[src/rtl/cdb_arbiter_if.sv]
// Bus bundle between the functional units and the common-data-bus arbiter:
// per-FU result inputs with back-pressure, and the CDB broadcast lanes.
interface cdb_arbiter_if #(
    parameter int NUM_FU    = 4,
    parameter int CDB_SIZE  = 2,
    parameter int ROB_DEPTH = 3
);
    logic [NUM_FU-1:0]                   fu_valid;
    logic [NUM_FU-1:0][ROB_DEPTH-1:0]    fu_rob;
    logic [NUM_FU-1:0][31:0]             fu_rd_v;
    logic [NUM_FU-1:0]                   fu_full;

    logic [CDB_SIZE-1:0]                 cdb_valid;
    logic [CDB_SIZE-1:0][ROB_DEPTH-1:0]  cdb_rob;
    logic [CDB_SIZE-1:0][31:0]           cdb_rd_v;

    // master: the FU/consumer side; slave: the arbiter
    modport master (
        output fu_valid, fu_rob, fu_rd_v,
        input  fu_full, cdb_valid, cdb_rob, cdb_rd_v
    );
    modport slave (
        input  fu_valid, fu_rob, fu_rd_v,
        output fu_full, cdb_valid, cdb_rob, cdb_rd_v
    );
endinterface

[src/rtl/cdb_arbiter.sv]
// Common-data-bus arbiter: one result FIFO per functional unit, drained
// round-robin onto CDB_SIZE broadcast lanes each cycle.
module cdb_arbiter #(
    parameter int NUM_FU     = 4,
    parameter int CDB_SIZE   = 2,
    parameter int ROB_DEPTH  = 3,
    parameter int FIFO_DEPTH = 2
) (
    input  logic          clk,
    input  logic          rst,
    input  logic          flush,
    cdb_arbiter_if.slave  bus
);
    localparam int DEPTH   = 1 << FIFO_DEPTH;
    localparam int FU_W    = (NUM_FU > 1) ? $clog2(NUM_FU) : 1;
    localparam int ENTRY_W = ROB_DEPTH + 32;

    logic [NUM_FU-1:0]  nonempty;
    logic [NUM_FU-1:0]  full;
    logic [NUM_FU-1:0]  push;
    logic [NUM_FU-1:0]  grant;
    logic [ENTRY_W-1:0] head_data [NUM_FU];

    logic [FU_W-1:0]    rr_ptr_reg;
    logic [FU_W-1:0]    rr_ptr_next;
    logic [CDB_SIZE-1:0] lane_valid;
    logic [FU_W-1:0]    lane_idx [CDB_SIZE];

    // Per-FU result FIFO; the head entry is read combinationally so a result
    // written at one edge is visible on the CDB in the very next cycle.
    genvar gi;
    generate
        for (gi = 0; gi < NUM_FU; gi++) begin : g_fifo
            logic [ENTRY_W-1:0]    mem_reg [DEPTH];
            logic [FIFO_DEPTH-1:0] head_reg;
            logic [FIFO_DEPTH-1:0] tail_reg;
            logic [FIFO_DEPTH:0]   count_reg;

            assign nonempty[gi]    = (count_reg != '0);
            assign full[gi]        = (count_reg == (FIFO_DEPTH+1)'(DEPTH));
            assign push[gi]        = bus.fu_valid[gi] && !full[gi];
            assign bus.fu_full[gi] = full[gi];
            assign head_data[gi]   = mem_reg[head_reg];

            always_ff @(posedge clk) begin
                if (push[gi] && !flush && !rst) begin
                    mem_reg[tail_reg] <= {bus.fu_rob[gi], bus.fu_rd_v[gi]};
                end
            end

            always_ff @(posedge clk) begin
                if (rst || flush) begin
                    head_reg  <= '0;
                    tail_reg  <= '0;
                    count_reg <= '0;
                end else begin
                    if (push[gi]) begin
                        tail_reg <= tail_reg + 1'b1;
                    end
                    if (grant[gi]) begin
                        head_reg <= head_reg + 1'b1;
                    end
                    case ({push[gi], grant[gi]})
                        2'b10:   count_reg <= count_reg + 1'b1;
                        2'b01:   count_reg <= count_reg - 1'b1;
                        default: count_reg <= count_reg;
                    endcase
                end
            end
        end
    endgenerate

    // Scan FIFOs starting at rr_ptr and pack grants densely from lane 0.
    always_comb begin
        int used;
        grant       = '0;
        lane_valid  = '0;
        rr_ptr_next = rr_ptr_reg;
        used        = 0;
        for (int k = 0; k < CDB_SIZE; k++) begin
            lane_idx[k] = '0;
        end
        for (int j = 0; j < NUM_FU; j++) begin
            for (int i = 0; i < NUM_FU; i++) begin
                if (i == ((int'(rr_ptr_reg) + j) % NUM_FU)) begin
                    if (nonempty[i] && used < CDB_SIZE) begin
                        grant[i] = 1'b1;
                        for (int k = 0; k < CDB_SIZE; k++) begin
                            if (k == used) begin
                                lane_valid[k] = 1'b1;
                                lane_idx[k]   = FU_W'(i);
                            end
                        end
                        used        = used + 1;
                        rr_ptr_next = FU_W'((i + 1) % NUM_FU);
                    end
                end
            end
        end
    end

    always_comb begin
        for (int k = 0; k < CDB_SIZE; k++) begin
            bus.cdb_valid[k] = lane_valid[k];
            bus.cdb_rob[k]   = '0;
            bus.cdb_rd_v[k]  = '0;
            if (lane_valid[k]) begin
                {bus.cdb_rob[k], bus.cdb_rd_v[k]} = head_data[lane_idx[k]];
            end
        end
    end

    always_ff @(posedge clk) begin
        if (rst || flush) begin
            rr_ptr_reg <= '0;
        end else begin
            rr_ptr_reg <= rr_ptr_next;
        end
    end
endmodule

[src/flat_wrapper.sv]
// flat-port wrapper written by rule: the top's interface ports become plain ports
module cdb_arbiter_flat 
#(
    parameter int NUM_FU     = 4,
    parameter int CDB_SIZE   = 2,
    parameter int ROB_DEPTH  = 3,
    parameter int FIFO_DEPTH = 2
)
  (clk, rst, flush, bus_fu_valid, bus_fu_rob, bus_fu_rd_v, bus_fu_full, bus_cdb_valid, bus_cdb_rob, bus_cdb_rd_v);
  cdb_arbiter_if #(.NUM_FU(NUM_FU), .CDB_SIZE(CDB_SIZE), .ROB_DEPTH(ROB_DEPTH)) bus_i ();
  input  logic clk;
  input  logic rst;
  input  logic flush;
  input wire logic [$bits(bus_i.fu_valid)-1:0] bus_fu_valid;
  input wire logic [$bits(bus_i.fu_rob)-1:0] bus_fu_rob;
  input wire logic [$bits(bus_i.fu_rd_v)-1:0] bus_fu_rd_v;
  output wire logic [$bits(bus_i.fu_full)-1:0] bus_fu_full;
  output wire logic [$bits(bus_i.cdb_valid)-1:0] bus_cdb_valid;
  output wire logic [$bits(bus_i.cdb_rob)-1:0] bus_cdb_rob;
  output wire logic [$bits(bus_i.cdb_rd_v)-1:0] bus_cdb_rd_v;
  assign bus_i.fu_valid = bus_fu_valid;
  assign bus_i.fu_rob = bus_fu_rob;
  assign bus_i.fu_rd_v = bus_fu_rd_v;
  assign bus_fu_full = bus_i.fu_full;
  assign bus_cdb_valid = bus_i.cdb_valid;
  assign bus_cdb_rob = bus_i.cdb_rob;
  assign bus_cdb_rd_v = bus_i.cdb_rd_v;
  cdb_arbiter #(.NUM_FU(NUM_FU), .CDB_SIZE(CDB_SIZE), .ROB_DEPTH(ROB_DEPTH), .FIFO_DEPTH(FIFO_DEPTH)) u_core (.clk(clk), .rst(rst), .flush(flush), .bus(bus_i));
endmodule
[config.mk]
export PLATFORM = sky130hd
export DESIGN_NAME = cdb_arbiter_flat
export DESIGN_NICKNAME = d
export VERILOG_FILES = /design/src/rtl/cdb_arbiter_if.sv /design/src/rtl/cdb_arbiter.sv /design/src/flat_wrapper.sv
export SDC_FILE = /design/constraint.sdc
export NUM_CORES = 1
export LEC_CHECK = 0
export ABC_AREA = 1
export BUFFER_PORTS_ARGS = -buffer_cell sky130_fd_sc_hd__buf_2
export CAP_MARGIN = 20
export CORE_ASPECT_RATIO = 0.6
export CORE_UTILIZATION = 50
export CTS_CLUSTER_SIZE = 30
export DETAILED_ROUTE_END_ITERATION = 10
export MAX_ROUTING_LAYER = met4
export PLACE_DENSITY_LB_ADDON = 0.2
export SETUP_SLACK_MARGIN = 0.5
export SLEW_MARGIN = 0
export SYNTH_ARGS = -nofsm -noshare
export SYNTH_HDL_FRONTEND = slang
export SYNTH_SLANG_ARGS = --single-unit
[constraint.sdc]
create_clock -name clk -period 11.6 [get_ports clk]
set_clock_uncertainty 0.1 [all_clocks]
set_input_delay 0 -clock clk [delete_from_list [all_inputs] [get_ports clk]]
set_output_delay 0 -clock clk [all_outputs]
set_load 0.02 [all_outputs]
# == Word-level counts from Yosys, hierarchy flattened ==
# Memory sizes are Yosys's and may differ from the RTL's. A register that Yosys moved wholly into a read port is not among the register bits.
# Cells that the tools add are included.
# classes
add_sub_neg,33
n_lt_le_gt_ge,17
n_eq_ne,39
muxes,244
bitwise,5
reduce_logical,64
# ops
operator,n
$mux 32,31
$logic_not 32->1,19
$eq 2x32->1 const A,15
$lt 32x3->1 const B,15
$add 32x2->32 const B,14
$mux 2,98
$bmux 35 s2,2
$mux 35,4
$mux 4,30
$mux 1,73
$logic_and 1x1->1,27
$pmux 3 s2,4
$add 2x1->2 const B,9
$eq 3x3->1 const A,6
$add 3x1->3 const B,4
$eq 3x3->1 const B,4
$reduce_bool 3->1,4
$sub 3x1->3 const B,4
$eq 2x3->1 const A,3
$eq 2x1->1 const B,4
$eq 2x2->1 const B,4
$reduce_bool 2->1,4
$ge 3x3->1 const B,2
$logic_not 1->1,6
8 further kinds,16
# word_totals
register_bits,30
ram_bits,560
inputBits,147
out_inout_bits,76
mem_count,4
# mem_list
memory,depth,width,read_ports,rd_ports_with_merged_regs,write_ports,line_no,text
u_core.g_fifo[0].mem_reg,4,35,1,1,1,cdb_arbiter.sv:34,logic [ENTRY_W-1:0] mem_reg [DEPTH];
u_core.g_fifo[1].mem_reg,4,35,1,1,1,cdb_arbiter.sv:34,
u_core.g_fifo[2].mem_reg,4,35,1,1,1,cdb_arbiter.sv:34,
u_core.g_fifo[3].mem_reg,4,35,1,1,1,cdb_arbiter.sv:34,

# == Logic depth before layout (Yosys ltp) ==
# logic_depth
word_depth,68
mapped_depth,75
mapped_depth_nobuf,73

# == Worst setup path before layout ==
# Ideal clock, no wire load.
# synth_path
path_type,register -> output
from,register u_core.g_fifo[1].count_reg[2]
to,output bus_cdb_rd_v[32]
t_arrival_ns,9.811
required_time_ns,11.500
path_slack_ns,1.689
stages_incl_launch_ff,69
path_buffers,1
path_cell_list,dfxtp_1 nor3_2 inv_1 ha_1 o21ai_4 ha_1 inv_1 nand3_1 nand2_1 inv_1 ha_1 inv_1 nand3_2 clkinv_1 nor2_2 ha_1 nor3_2 nor2_4 (+33 left out) nand2_4 inv_2 ha_1 inv_1 nand4_4 nand2_1 inv_1 ha_1 or2_1 nand4_1 inv_2 nand2_1 nor2_2 nand3_4 nand2_1 inv_1 buf_2 nor2_1
# synth_between
word_cells_on_any_way,178
# synth_rtl
element,line_no,text
start: declaration,cdb_arbiter.sv:37,logic [FIFO_DEPTH:0] count_reg;
start signal: assignment,cdb_arbiter.sv:64,2'b10: count_reg <= count_reg + 1'b1;
start signal: assignment,cdb_arbiter.sv:65,2'b01: count_reg <= count_reg - 1'b1;
start signal: assignment,cdb_arbiter.sv:66,default: count_reg <= count_reg;
$reduce_bool 3->1 (*),cdb_arbiter.sv:39,assign nonempty[gi] = (count_reg != '0);
$logic_and 1x1->1,cdb_arbiter.sv:86,if (nonempty[i] && used < CDB_SIZE) begin
$mux 32,cdb_arbiter.sv:86,
$mux 32,cdb_arbiter.sv:85,if (i == ((int'(rr_ptr_reg) + j) % NUM_FU)) begin
$lt 32x3->1,cdb_arbiter.sv:86,
$logic_and 1x1->1,cdb_arbiter.sv:86,
$mux 32,cdb_arbiter.sv:86,
$mux 32,cdb_arbiter.sv:85,
(+46 left out),-,
$mux 32,cdb_arbiter.sv:86,
$mux 32,cdb_arbiter.sv:85,
$lt 32x3->1 or $eq 2x32->1 (tied branches),"cdb_arbiter.sv:86, cdb_arbiter.sv:89",
$logic_and 1x1->1 or $mux 1 (tied branches),"cdb_arbiter.sv:86, cdb_arbiter.sv:89",
$mux 2,cdb_arbiter.sv:86,
$mux 2 (*),cdb_arbiter.sv:85,
via bus_cdb_valid[1],flat_wrapper.sv:18,output wire logic [$bits(bus_i.cdb_valid)-1:0] bus_cdb_valid;
$mux 32 (*),cdb_arbiter.sv:107,if (lane_valid[k]) begin
end: declaration,flat_wrapper.sv:20,output wire logic [$bits(bus_i.cdb_rd_v)-1:0] bus_cdb_rd_v;
# Mark *: on every way through the listed nets, which the timed path passes. The rest lies on a longest branch. The select of a mux whose other input is x is not followed.

# == Final worst setup path ==
# layout_path
from,register u_core.g_fifo[1].count_reg[1]
to,output bus_cdb_rd_v[18]
# layout_between
elab_chain_len,65
word_cells_on_any_way,178
# layout_lines
element,line_no,text
$reduce_bool 3->1 (*),cdb_arbiter.sv:39,
$logic_and 1x1->1,cdb_arbiter.sv:86,
$mux 32,cdb_arbiter.sv:86,
$mux 32,cdb_arbiter.sv:85,
$lt 32x3->1,cdb_arbiter.sv:86,
$logic_and 1x1->1,cdb_arbiter.sv:86,
$mux 32,cdb_arbiter.sv:86,
$mux 32,cdb_arbiter.sv:85,
(+48 left out),-,
$lt 32x3->1 or $logic_not 32->1 (tied branches),"cdb_arbiter.sv:86, cdb_arbiter.sv:89",
$logic_and 1x1->1 or $mux 2 (tied branches),"cdb_arbiter.sv:86, cdb_arbiter.sv:89",
$mux 4,cdb_arbiter.sv:86,
$mux 4,cdb_arbiter.sv:85,
$not 2->3 (not written as such),cdb_arbiter.sv:108,"{bus.cdb_rob[k], bus.cdb_rd_v[k]} = head_data[lane_idx[k]];"
$bmux 35 s2,cdb_arbiter.sv:108,
$mux 35 (not written as such) (2 in series),cdb_arbiter.sv:108,
$mux 32 (*),cdb_arbiter.sv:107,
# Every way passes the cells marked *; elsewhere a longest branch is shown, timed or not. The select of a mux whose other input is x is not followed.

==> flow_summary.json <==
{
  "hold_violations": 0,
  "tightest_slew_ps": 1050,
  "finalSetupViolations": 0,
  "setup_tns_ps": 0,
  "vias": 22100,
  "port_buffers": 222,
  "final_nets": 3215,
  "vias_per_cell": 5.86,
  "final_layout_size_suffix_gt1_share_pct": 21.7,
  "hold_end": "u_core.g_fifo[0].mem_reg[0][10]$_DFFE_PP_",
  "grt_pass1_wl_mm": 125,
  "first_pass_iters": 7,
  "crit_slowest_cell": "dfxtp_4",
  "ys_seq_area_share_pct": 63.7,
  "fmax_mhz": 93.5,
  "place.gp.congestion": 0.960,
  "required_ps": 11500,
  "htreeDepth": 2,
  "clockBufferDepth": 3,
  "ys.flop_type": "edfxtp_1",
  "root_buffer": "clkbuf_16",
  "layout_commonest_cell": "edfxtp_1",
  "r2r-start": "u_core.g_fifo[1].count_reg[1]$_SDFFE_PP0P_",
  "cts.reportedPaths.clkPinSlew_ps": 80,
  "worstReg2RegEnd": "u_core.g_fifo[1].count_reg[2]$_SDFFE_PP0P_",
  "grt_overflow": 0,
  "worst-setup-path-type": "flop to primary output",
  "dieWidth_um": 305,
  "slew_headroom_pct": 29.3,
  "outcome": "finished clean",
  "synth_cells": 2592,
  "grt_pass1_vias": 20487,
  "ant_nets": 0,
  "yosys_warnings": 0,
  "cts_tree": "built",
  "max_cap_viol_count": 0,
  "post-route-period-util_pct": 92.2,
  "wl_per_cell_um": 23.2,
  "grtUsageTotal_pct": 30.6,
  "syn_area_sq_mm": 0.0276,
  "pin_count": 223,
  "die_h_um": 184,
  "start_util_pct": 50.8,
  "coreArea_sq_mm": 0.0543,
  "cp.arrival_ps": 10590,
  "final_cell_mix": "edfxtp_1 (560), nor2_1 (385), nand2_1 (329), o21ai_0 (295), nand3_1 (254)",
  "start_kind": "flop",
  "cts_buffers": 54,
  "antenna_found_initial": 9,
  "grt_max_degree": 72,
  "ys_types": 49,
  "wirelength_mm": 87.6,
  "synth_nets": 2804,
  "slew_violations": 0,
  "dp_hpwl_mm": 55.8,
  "critPathMaxStageDelay_ps": 370,
  "r2r_setup_slack_ps": 1400,
  "insertion_delay_ps": 620,
  "syn2layout_area_growth_pct": 24.4,
  "async_flop_share_pct": 0,
  "syn_area_per_cell_sq_um": 10.6,
  "rsz0062_at_grt": "no",
  "synth_edf_count": 560,
  "crit_path_max_fanout": 13,
  "min_from": "bus_fu_rd_v[10]",
  "hp-class": "input pin to flop",
  "drtIter0Drc": 2690,
  "cpMostUsedCell": "buf_4",
  "numClockSinks": 598,
  "ys_ff_latch": 598,
  "fin_crit_ps": 10690,
  "endpoint_kind": "primary output",
  "holdPathStages": 2,
  "largest_reg_flops": 560,
  "drc": 0,
  "dieArea_sq_mm": 0.0561,
  "num_rows": 66,
  "r2r_cells": 67
}
worst max path at each step:
stage | slack [ps] | start | end
after floorplan | 1690 | u_core.g_fifo[1].count_reg[2]$_SDFFE_PP0P_ | bus_cdb_rd_v[32]
after global placement | 760 | u_core.g_fifo[0].count_reg[0]$_SDFFE_PP0P_ | bus_cdb_rd_v[45]
after detailed placement | 550 | u_core.rr_ptr_reg[1]$_SDFF_PP0_ | bus_cdb_rd_v[45]
after CTS | 510 | u_core.g_fifo[1].count_reg[2]$_SDFFE_PP0P_ | bus_cdb_rd_v[26]
after global routing | 400 | u_core.g_fifo[1].count_reg[1]$_SDFFE_PP0P_ | bus_cdb_rd_v[18]
final | 910 | u_core.g_fifo[1].count_reg[1]$_SDFFE_PP0P_ | bus_cdb_rd_v[18]
metrics by stage:
stage / setup slack [ps] / cells / cell area [sq um] / utilization, % / hold WS [ps]
2_1_floorplan: 1690 / 2592 / 27600 / - / -1.13
3_3_place_gp: 761 / 3430 / 29500 / 54.3 / 108
3_5_place_dp: 553 / 3431 / 29500 / 54.4 / 114
4_1_cts: 508 / 3708 / 33300 / 61.4 / 5.20
5_1_grt: 399 / 3769 / 34300 / 63.2 / 23.0
6_report: 906 / 3770 / 34300 / 63.2 / 34.1
metal layers:
layer | wire length (um) | vias to the layer above | track usage (%)
li1 | - | 9964 | -
met1 | 36800 | 10664 | 43.0
met2 | 39100 | 1225 | 45.3
met3 | 8520 | 247 | 5.52
met4 | 3200 | 0 | 9.35
met5 | 0 | - | -
synth_stat cells (6+ instances only):
library cell	instances	area (sq um)
nand2_4	7	78.8
buf_6	6	67.6
nand3_1	264	1320
o21ai_0	295	1480
buf_4	7	52.6
inv_1	116	435
nor2_2	7	43.8
nand3_2	11	110
inv_2	29	109
buf_2	43	215
nor2_4	8	90.1
nor2_1	421	1580
dfxtp_1	38	761
or2_2	39	244
a21oi_1	33	165
o22ai_1	126	788
nand2_1	340	1280
clkbuf_1	91	342
edfxtp_1	560	16800
nand4_1	10	62.6
a32oi_1	14	123
nand2_2	22	138
ha_1	61	763
kinds of logic (layout without fill, tap and decap cells):
kind of cell,Yosys count,count (layout),synth area share [%]
compound gates,485,485,9.84
xor+xnor,3,3,0.218
fa+ha+maj,65,65,3.06
buf+inv,296,747,4.49
flops,598,598,63.7
other cells,0,10,0
simple gates,1145,1148,18.7
worst max-delay path, delay by kind of cell (launching register included):
family,cells,cell delay [ps]
flops,1,370
buf+inv,30,2730
simple gates,32,3760
fa+ha+maj,11,2880
compound gates,1,170
cell type report:
type	count	area, sq um
sequential	598	17600
fill	4278	20000
timing repair buffer	500	4160
clock buffer	69	1470
multi-input combinational	1701	9260
antenna	10	25.0
clock inverter	30	359
inverter	148	573
tap	714	893
what timing repair did:
action	in CTS	in global routing
setup endpoints to repair	71	74
endpoints found under the hold margin	598	0
buffers inserted	26	41
pin swaps	17	35
gates resized for setup	39	94
hold buffers	147	0
gates cloned	5	11
Power is not shown: default switching activity piles up to over one toggle a cycle in this logic, so the estimate is an artifact.
